File: config.mk
export PLATFORM = sky130hd
export DESIGN_NAME = serial_seq_detector_flat
export DESIGN_NICKNAME = d
export VERILOG_FILES = /design/src/rtl/seq_det_pkg.sv /design/src/rtl/serial_seq_detector_if.sv /design/src/rtl/sat_counter.sv /design/src/rtl/serial_seq_detector.sv /design/src/flat_wrapper.sv
export SDC_FILE = /design/constraint.sdc
export NUM_CORES = 1
export LEC_CHECK = 0
export CAP_MARGIN = 30
export CORE_AREA = 10 10 47 49
export CTS_CLUSTER_DIAMETER = 100
export DETAILED_ROUTE_END_ITERATION = 8
export DIE_AREA = 0 0 57 59
export PLACE_DENSITY = 0.6
export SLEW_MARGIN = 25
export SYNTH_ARGS = -nofsm -noshare
export SYNTH_HDL_FRONTEND = slang
export SYNTH_SLANG_ARGS = --single-unit
File: constraint.sdc
create_clock -name clk -period 1.09 [get_ports clk]
set_input_delay 0.218 -clock clk [delete_from_list [all_inputs] [get_ports clk]]
set_output_delay 0.218 -clock clk [all_outputs]
set_load 0.02 [all_outputs]
File: src/rtl/seq_det_pkg.sv
// Shared constants, fill-width helper and history state type for the serial sequence detector.
package seq_det_pkg;

    localparam int         DEF_PAT_LEN = 4;
    localparam logic [3:0] DEF_PATTERN = 4'b1011;
    localparam int         DEF_COUNT_W = 8;

    // FILLING while fewer than PAT_LEN bits are held, ARMED once the history is full.
    typedef enum logic {
        FILLING = 1'b0,
        ARMED   = 1'b1
    } hist_state_e;

    function automatic int fill_w(input int pat_len);
        return $clog2(pat_len + 1);
    endfunction

endpackage

File: src/rtl/serial_seq_detector_if.sv
// Bit-stream input and match/status output bundle of the serial sequence detector.
interface serial_seq_detector_if
    import seq_det_pkg::*;
#(
    parameter int PAT_LEN = DEF_PAT_LEN,
    parameter int COUNT_W = DEF_COUNT_W
);

    localparam int FILL_W = fill_w(PAT_LEN);

    logic               din_valid;
    logic               din;
    logic               clear;
    logic               match;
    logic [COUNT_W-1:0] match_cnt;
    logic [FILL_W-1:0]  fill;

    modport master (
        output din_valid, din, clear,
        input  match, match_cnt, fill
    );

    modport slave (
        input  din_valid, din, clear,
        output match, match_cnt, fill
    );

endinterface

File: src/rtl/sat_counter.sv
// Clearable counter that sticks at its all-ones value instead of wrapping.
module sat_counter #(
    parameter int W = 8
) (
    input  logic         clk,
    input  logic         reset,
    input  logic         clr,
    input  logic         inc,
    output logic [W-1:0] cnt
);

    localparam logic [W-1:0] CNT_MAX = '1;

    function automatic logic [W-1:0] sat_inc(input logic [W-1:0] v);
        return (v == CNT_MAX) ? v : v + W'(1);
    endfunction

    always_ff @(posedge clk) begin
        if (reset || clr) begin
            cnt <= '0;
        end else if (inc) begin
            cnt <= sat_inc(cnt);
        end
    end

endmodule

File: src/rtl/serial_seq_detector.sv
// Serial pattern detector: shift history of accepted bits, registered match pulse and
// optional saturating match counter (built only when SEQ_DET_COUNT_EN is defined).
module serial_seq_detector
    import seq_det_pkg::*;
#(
    parameter int                 PAT_LEN = DEF_PAT_LEN,
    parameter logic [PAT_LEN-1:0] PATTERN = DEF_PATTERN,
    parameter int                 OVERLAP = 1,
    parameter int                 COUNT_W = DEF_COUNT_W
) (
    input logic                  clk,
    input logic                  reset,
    serial_seq_detector_if.slave bus
);

    localparam int                FILL_W   = fill_w(PAT_LEN);
    localparam logic [FILL_W-1:0] FILL_MAX = FILL_W'(PAT_LEN);
    localparam logic [FILL_W-1:0] FILL_ARM = FILL_W'(PAT_LEN - 1);

    logic [PAT_LEN-1:0] history_p0, history_p1;
    logic [FILL_W-1:0]  fill_p0, fill_p1;
    logic               match_p0, match_p1;
    logic [PAT_LEN-1:0] nh;
    logic               hit;
    hist_state_e        state;

    assign state = (fill_p1 == FILL_MAX) ? ARMED : FILLING;

    always_ff @(posedge clk) begin
        if (reset) begin
            history_p1 <= '0;
            fill_p1    <= '0;
            match_p1   <= 1'b0;
        end else begin
            history_p1 <= history_p0;
            fill_p1    <= fill_p0;
            match_p1   <= match_p0;
        end
    end

    // A hit is allowed on the bit that completes filling, so the test uses fill before the increment.
    always_comb begin
        history_p0 = history_p1;
        fill_p0    = fill_p1;
        match_p0   = 1'b0;
        hit        = 1'b0;
        nh         = {history_p1[PAT_LEN-2:0], bus.din};
        if (bus.clear) begin
            history_p0 = '0;
            fill_p0    = '0;
        end else if (bus.din_valid) begin
            hit        = (fill_p1 >= FILL_ARM) && (nh == PATTERN);
            history_p0 = nh;
            match_p0   = hit;
            if (hit && (OVERLAP == 0)) begin
                fill_p0 = '0;
            end else if (fill_p1 != FILL_MAX) begin
                fill_p0 = fill_p1 + FILL_W'(1);
            end
        end
    end

    // A fresh match leaves the history full when overlapping, empty otherwise.
    always_ff @(posedge clk) begin
        if (!reset && match_p1) begin
            assert (state == ((OVERLAP != 0) ? ARMED : FILLING));
        end
    end

    assign bus.match = match_p1;
    assign bus.fill  = fill_p1;

`ifdef SEQ_DET_COUNT_EN
    logic [COUNT_W-1:0] cnt;

    sat_counter #(
        .W (COUNT_W)
    ) u_match_cnt (
        .clk   (clk),
        .reset (reset),
        .clr   (bus.clear),
        .inc   (match_p0),
        .cnt   (cnt)
    );

    assign bus.match_cnt = cnt;
`else
    assign bus.match_cnt = '0;
`endif

endmodule

File: src/flat_wrapper.sv
// flat-port wrapper written by rule: the top's interface ports become plain ports
module serial_seq_detector_flat import seq_det_pkg::*;
#(
    parameter int                 PAT_LEN = DEF_PAT_LEN,
    parameter logic [PAT_LEN-1:0] PATTERN = DEF_PATTERN,
    parameter int                 OVERLAP = 1,
    parameter int                 COUNT_W = DEF_COUNT_W
)
  (clk, reset, bus_din_valid, bus_din, bus_clear, bus_match, bus_match_cnt, bus_fill);
  serial_seq_detector_if #(.PAT_LEN(PAT_LEN), .COUNT_W(COUNT_W)) bus_i ();
  input logic clk;
  input logic reset;
  input wire logic [$bits(bus_i.din_valid)-1:0] bus_din_valid;
  input wire logic [$bits(bus_i.din)-1:0] bus_din;
  input wire logic [$bits(bus_i.clear)-1:0] bus_clear;
  output wire logic [$bits(bus_i.match)-1:0] bus_match;
  output wire logic [$bits(bus_i.match_cnt)-1:0] bus_match_cnt;
  output wire logic [$bits(bus_i.fill)-1:0] bus_fill;
  assign bus_i.din_valid = bus_din_valid;
  assign bus_i.din = bus_din;
  assign bus_i.clear = bus_clear;
  assign bus_match = bus_i.match;
  assign bus_match_cnt = bus_i.match_cnt;
  assign bus_fill = bus_i.fill;
  serial_seq_detector #(.PAT_LEN(PAT_LEN), .PATTERN(PATTERN), .OVERLAP(OVERLAP), .COUNT_W(COUNT_W)) u_core (.clk(clk), .reset(reset), .bus(bus_i));
endmodule
[After elaboration in Yosys (flattened, before gate mapping)]
Cells that the tools add are included.
Operators by class
  $add $sub $neg: 1
  magnitude comparators: 1
  eq/ne operators: 2
  bitwise operators: 1
  reductions and logical operators: 4
Operators by type and width (count)
  $eq A4 B4 Y1 const B: 1
  $add A3 B1 Y3 const B: 1
  $ge A3 B2 Y1 const B: 1
  $ne A3 B3 Y1 const B: 1
  $reduce_or A3 Y1: 1
  $reduce_and A2 Y1: 1
  $reduce_or A2 Y1: 1
  $logic_and A1 B1 Y1: 1
  $not A1 Y1: 1
Word-level totals
  register bits after elaboration: 7
  input port bits: 5
  output and inout port bits: 12
  logic and storage cells: 12

[Longest topological paths before layout]
Gate-level depths: netlist (run 1).
  depth after elaboration: 2
  depth in mapped cells: 5
  depth with buffers taken out: 5

[Worst setup path after synthesis (run 1)]
No wires, ideal clock.
  path kind: register to register
  start: reg u_core.fill_p1[0] (netlist: u_core.bus.fill[0])
  end: reg u_core.fill_p1[1] (netlist: u_core.bus.fill[1])
  setup time: 114 ps
  data arrival time: 1198 ps
  required time: 976 ps
  setup slack: -222 ps
  stages on the path, launching flop included: 6
  path buffers: 0
  clock period less this slack: 1312 ps
  cell sequence: dfxtp_1 -> inv_1 -> ha_1 -> a21boi_4 -> mux2i_1 -> nor2_1
Between the ends
  word-level cells in the longest chain between the ends: 2
  elaborated cells on any way between the ends: 3
  classes of those cells: add/sub: 1; eq/ne: 1; reduce/logical: 1
RTL lines
  start, declared: RTL line serial_seq_detector.sv:21  | logic [FILL_W-1:0] fill_p0, fill_p1;
  start signal, assigned: RTL line serial_seq_detector.sv:36  | fill_p1 <= fill_p0;
  parallel branches: the longest is 2 deep, another holds $add A3 B1 Y3
Several ways; the timed one is not identified.
A chain may end at the register's enable or synchronous reset.

[Final worst setup path (run 1)]
  start: reg u_core.fill_p1[1] (netlist: u_core.bus.fill[1])
  end: reg u_core.fill_p1[1] (netlist: u_core.bus.fill[1])
Same word-level chain as after synthesis.

==> results of run 1 <==
[Yosys cell counts (all sizes together)]
cell    instances  area [sq um]
buf             9          71.3
dfxtp           7           140
inv             4          15.0
nor2            4          15.0
ha              3          37.5
mux2i           3          30.0
a21oi           2          10.0
nand2           2          7.51
a211oi          1          7.51
a21boi          1          18.8
conb            1          3.75
nand2b          1          6.26
nand3b          1          7.51
nor4            1          12.5
o21ai           1          5.00
or2             1          6.26
xnor2           1          8.76
[state kept, by name (all words and copies together) (netlist names)]
register and count:
u_core.bus.fill 3, u_core.bus.match 1, u_core.history_p1 3
[cells by family after synthesis]
family / after synthesis / synth area share, %
AO/OA/AOI/OAI: 5 / 10.2
XOR/XNOR: 1 / 2.17
buffers and inverters: 13 / 21.4
adder cells (fa/ha/maj): 3 / 9.32
multiplexers: 3 / 7.45
flip-flops: 7 / 34.8
AND/OR/NAND/NOR: 10 / 13.7
other: 1 / 0.931
[report_power, final]
part	internal, W	total, W	leakage [nW]	switching, W
Combinational	0.0000428	0.0000962	0.173	0.0000534
Sequential	0.000257	0.000263	0.0587	0.00000597
Clock	0.000134	0.000237	0.0177	0.000103
Total	0.000434	0.000597	0.250	0.000162
[stage by stage]
stage	power (W)	util [%]	hold slack [ns]	cell area, sq um	setup TNS [ns]
finish	0.000597	41.8	0.491	586	-0.0607
global route	0.000636	41.8	0.517	586	-0.176
CTS	0.000607	41.8	0.491	586	-0.138
detailed placement	0.000366	39.2	0.483	549	-1.14
global placement	0.000366	39.2	0.476	549	-1.08
floorplan	0.000352	-	0.360	468	-0.000618
[cell type report]
type | count | area share, %
clock buffer | 3 | 3.85
clock inverter | 1 | 0.855
inverter | 4 | 2.99
multi-input combinational | 30 | 41.9
sequential | 7 | 25.4
tap | 16 | 3.42
timing repair buffer | 15 | 21.6
[layer usage]
layer | vias up | global-route usage, %
met5 | - | 0
met4 | 0 | 6.04
met3 | 2 | 2.58
met2 | 7 | 6.82
met1 | 123 | 4.56
li1 | 158 | -
[repair_timing]
action,CTS,global route
gates resized for setup,16,4
pin swaps,2,4
cloned,0,0
setup endpoints to repair,7,6
hold buffers,0,0
[tightest hold or removal path, stage by stage (launching register included)]
cell and delay [ns]:
dfxtp_1 0.33, nand2_1 0.07, a21oi_1 0.05
[final timing paths]
check                         end  slack, ns  depth (start not counted)
max            u_core.bus.fill[1]      -0.06                          6
min reg2reg  u_core.history_p1[0]       0.49                          2
min          u_core.history_p1[0]       0.49                          2
max reg2reg    u_core.bus.fill[1]      -0.06                          6
==> summary.md, run 1 <==
| Metric | Value |
|---|---|
| Critical hold path startpoint | `u_core.history_p1[0]` |
| Layout cell share with drive strength beyond 1 | `45.0%` |
| CP bufs+invs | `2` |
| Start point of the critical path | `u_core.bus.fill[1]` |
| Register bit count reported by yosys | `7` |
| Initial antenna violation count | `0` |
| Top sig layer | `met4` |
| Clock transition at path regs | `0.06 ns` |
| Critical-path cell list | `buf_6, inv_4, ha_4, a21boi_4, mux2i_1, nor2_1` |
| WL/cell | `10.0 um` |
| Syn avg cell area | `9.37 sq um` |
| Worst-path fanout max | `5` |
| Setup crit start kind | `flop` |
| Vias | `290` |
| Starting density of the core | `28.7%` |
| CTS Buffer Depth | `2` |
| Global-route wire length before repair | `1.24 mm` |
| F_max | `0.869 GHz` |
| Drt first pass iters | `1` |
| P per Cell Area | `1020 nW/um^2` |
| Sequential cell area | `149 sq um` |
| Port Buffers | `8` |
| Setup slack after layout | `-0.0607 ns` |
| Area Growth Syn to Fin | `45.3%` |
| Final hold violation count | `0` |
| Via-per-instance ratio | `3.82` |
| Register area share after synthesis | `34.8%` |
| Vias in the first global route | `302` |
| Mapped Area | `403 sq um` |
| Most common cell after layout, fill and taps aside | `conb_1` |
| GRT Overall Usage | `4.86%` |
| Rows | `14` |
| Core Region | `1400 sq um` |
| N_diodes | `0` |
| HPWL Detailed | `633 um` |
| Post-route insts no fill | `76` |
| Boundary Pins | `17` |
| RSZ-0062 raised after global routing | `yes` |
| Reg2reg start | `u_core.bus.fill[1]` |
| Largest net degree at the start of global routing | `7` |
| Cells after DPL | `72` |
| # fillers | `148` |
| CP delay by family, top | `flip-flops` |
| # Max-Cap Violations | `0` |
| Die footprint | `3360 sq um` |
| Nets | `69` |
| Worst slack, placed | `-0.182 ns` |
| Final min period | `1.15 ns` |
| Syn Inst Count | `43` |
| Crit Path Class | `reg -> reg` |
| Initial DRC count | `0` |
| Slowest CP cell | `dfxtp_4` |
| Remaining DRCs | `0` |
| Max rail drop VDD | `0.514 mV` |
| Chip Width | `57 um` |
| Final period utilization | `106%` |
| Setup bufs post-CTS | `0` |
| Leading cell types in the layout, fill and taps excluded | `conb_1 (8), buf_4 (5), nor2_1 (4), clkdlybuf4s50_1 (4), dfxtp_1 (4)` |
| Routed Antenna Nets | `0` |
| Synth unique cells | `18` |
| CTS tree | `done` |
| Root buffer cell | `clkbuf_4` |
| Clock Latency Late Sink | `0.26 ns` |
| Area taken by multi-input logic gates | `245 sq um` |
| CP Data Arrival Time | `1.29 ns` |
| Worst stage delay on the critical path | `0.38 ns` |
| Die span in y | `59 um` |
| Ys Warns | `0` |
| Worst min path class | `reg -> reg` |
| Total grt overflow | `0` |
| Failing checks | `setup timing` |
| # setup viols final | `2` |
| Status | `finished with violations` |
| H-tree Lvls | `1` |
| Drt total wl | `763 um` |
| Leak Pwr | `0.250 nW` |
| Clk_skew | `0.00792 ns` |
| Critical Path RT | `1.23 ns` |
| CP Capture Type | `flop` |
| Slew Limit Fails | `0` |
| Final GP Congestion | `0.702` |
| # clock sinks | `7` |
| DR WL met3 | `54 um` |
| Met2 WL | `379 um` |
| CTS Buf Count | `3` |
| Metal-1 WL | `318 um` |
No activity file was read; power rests on OpenSTA's default activity.
==> run 2, diff against run 1 <==
- CAP_MARGIN: 30 -> 20
- PLACE_DENSITY: 0.6 -> not set
==> results of run 2 <==
No change in the layout: final DEF, timing and power equal those of run 1.
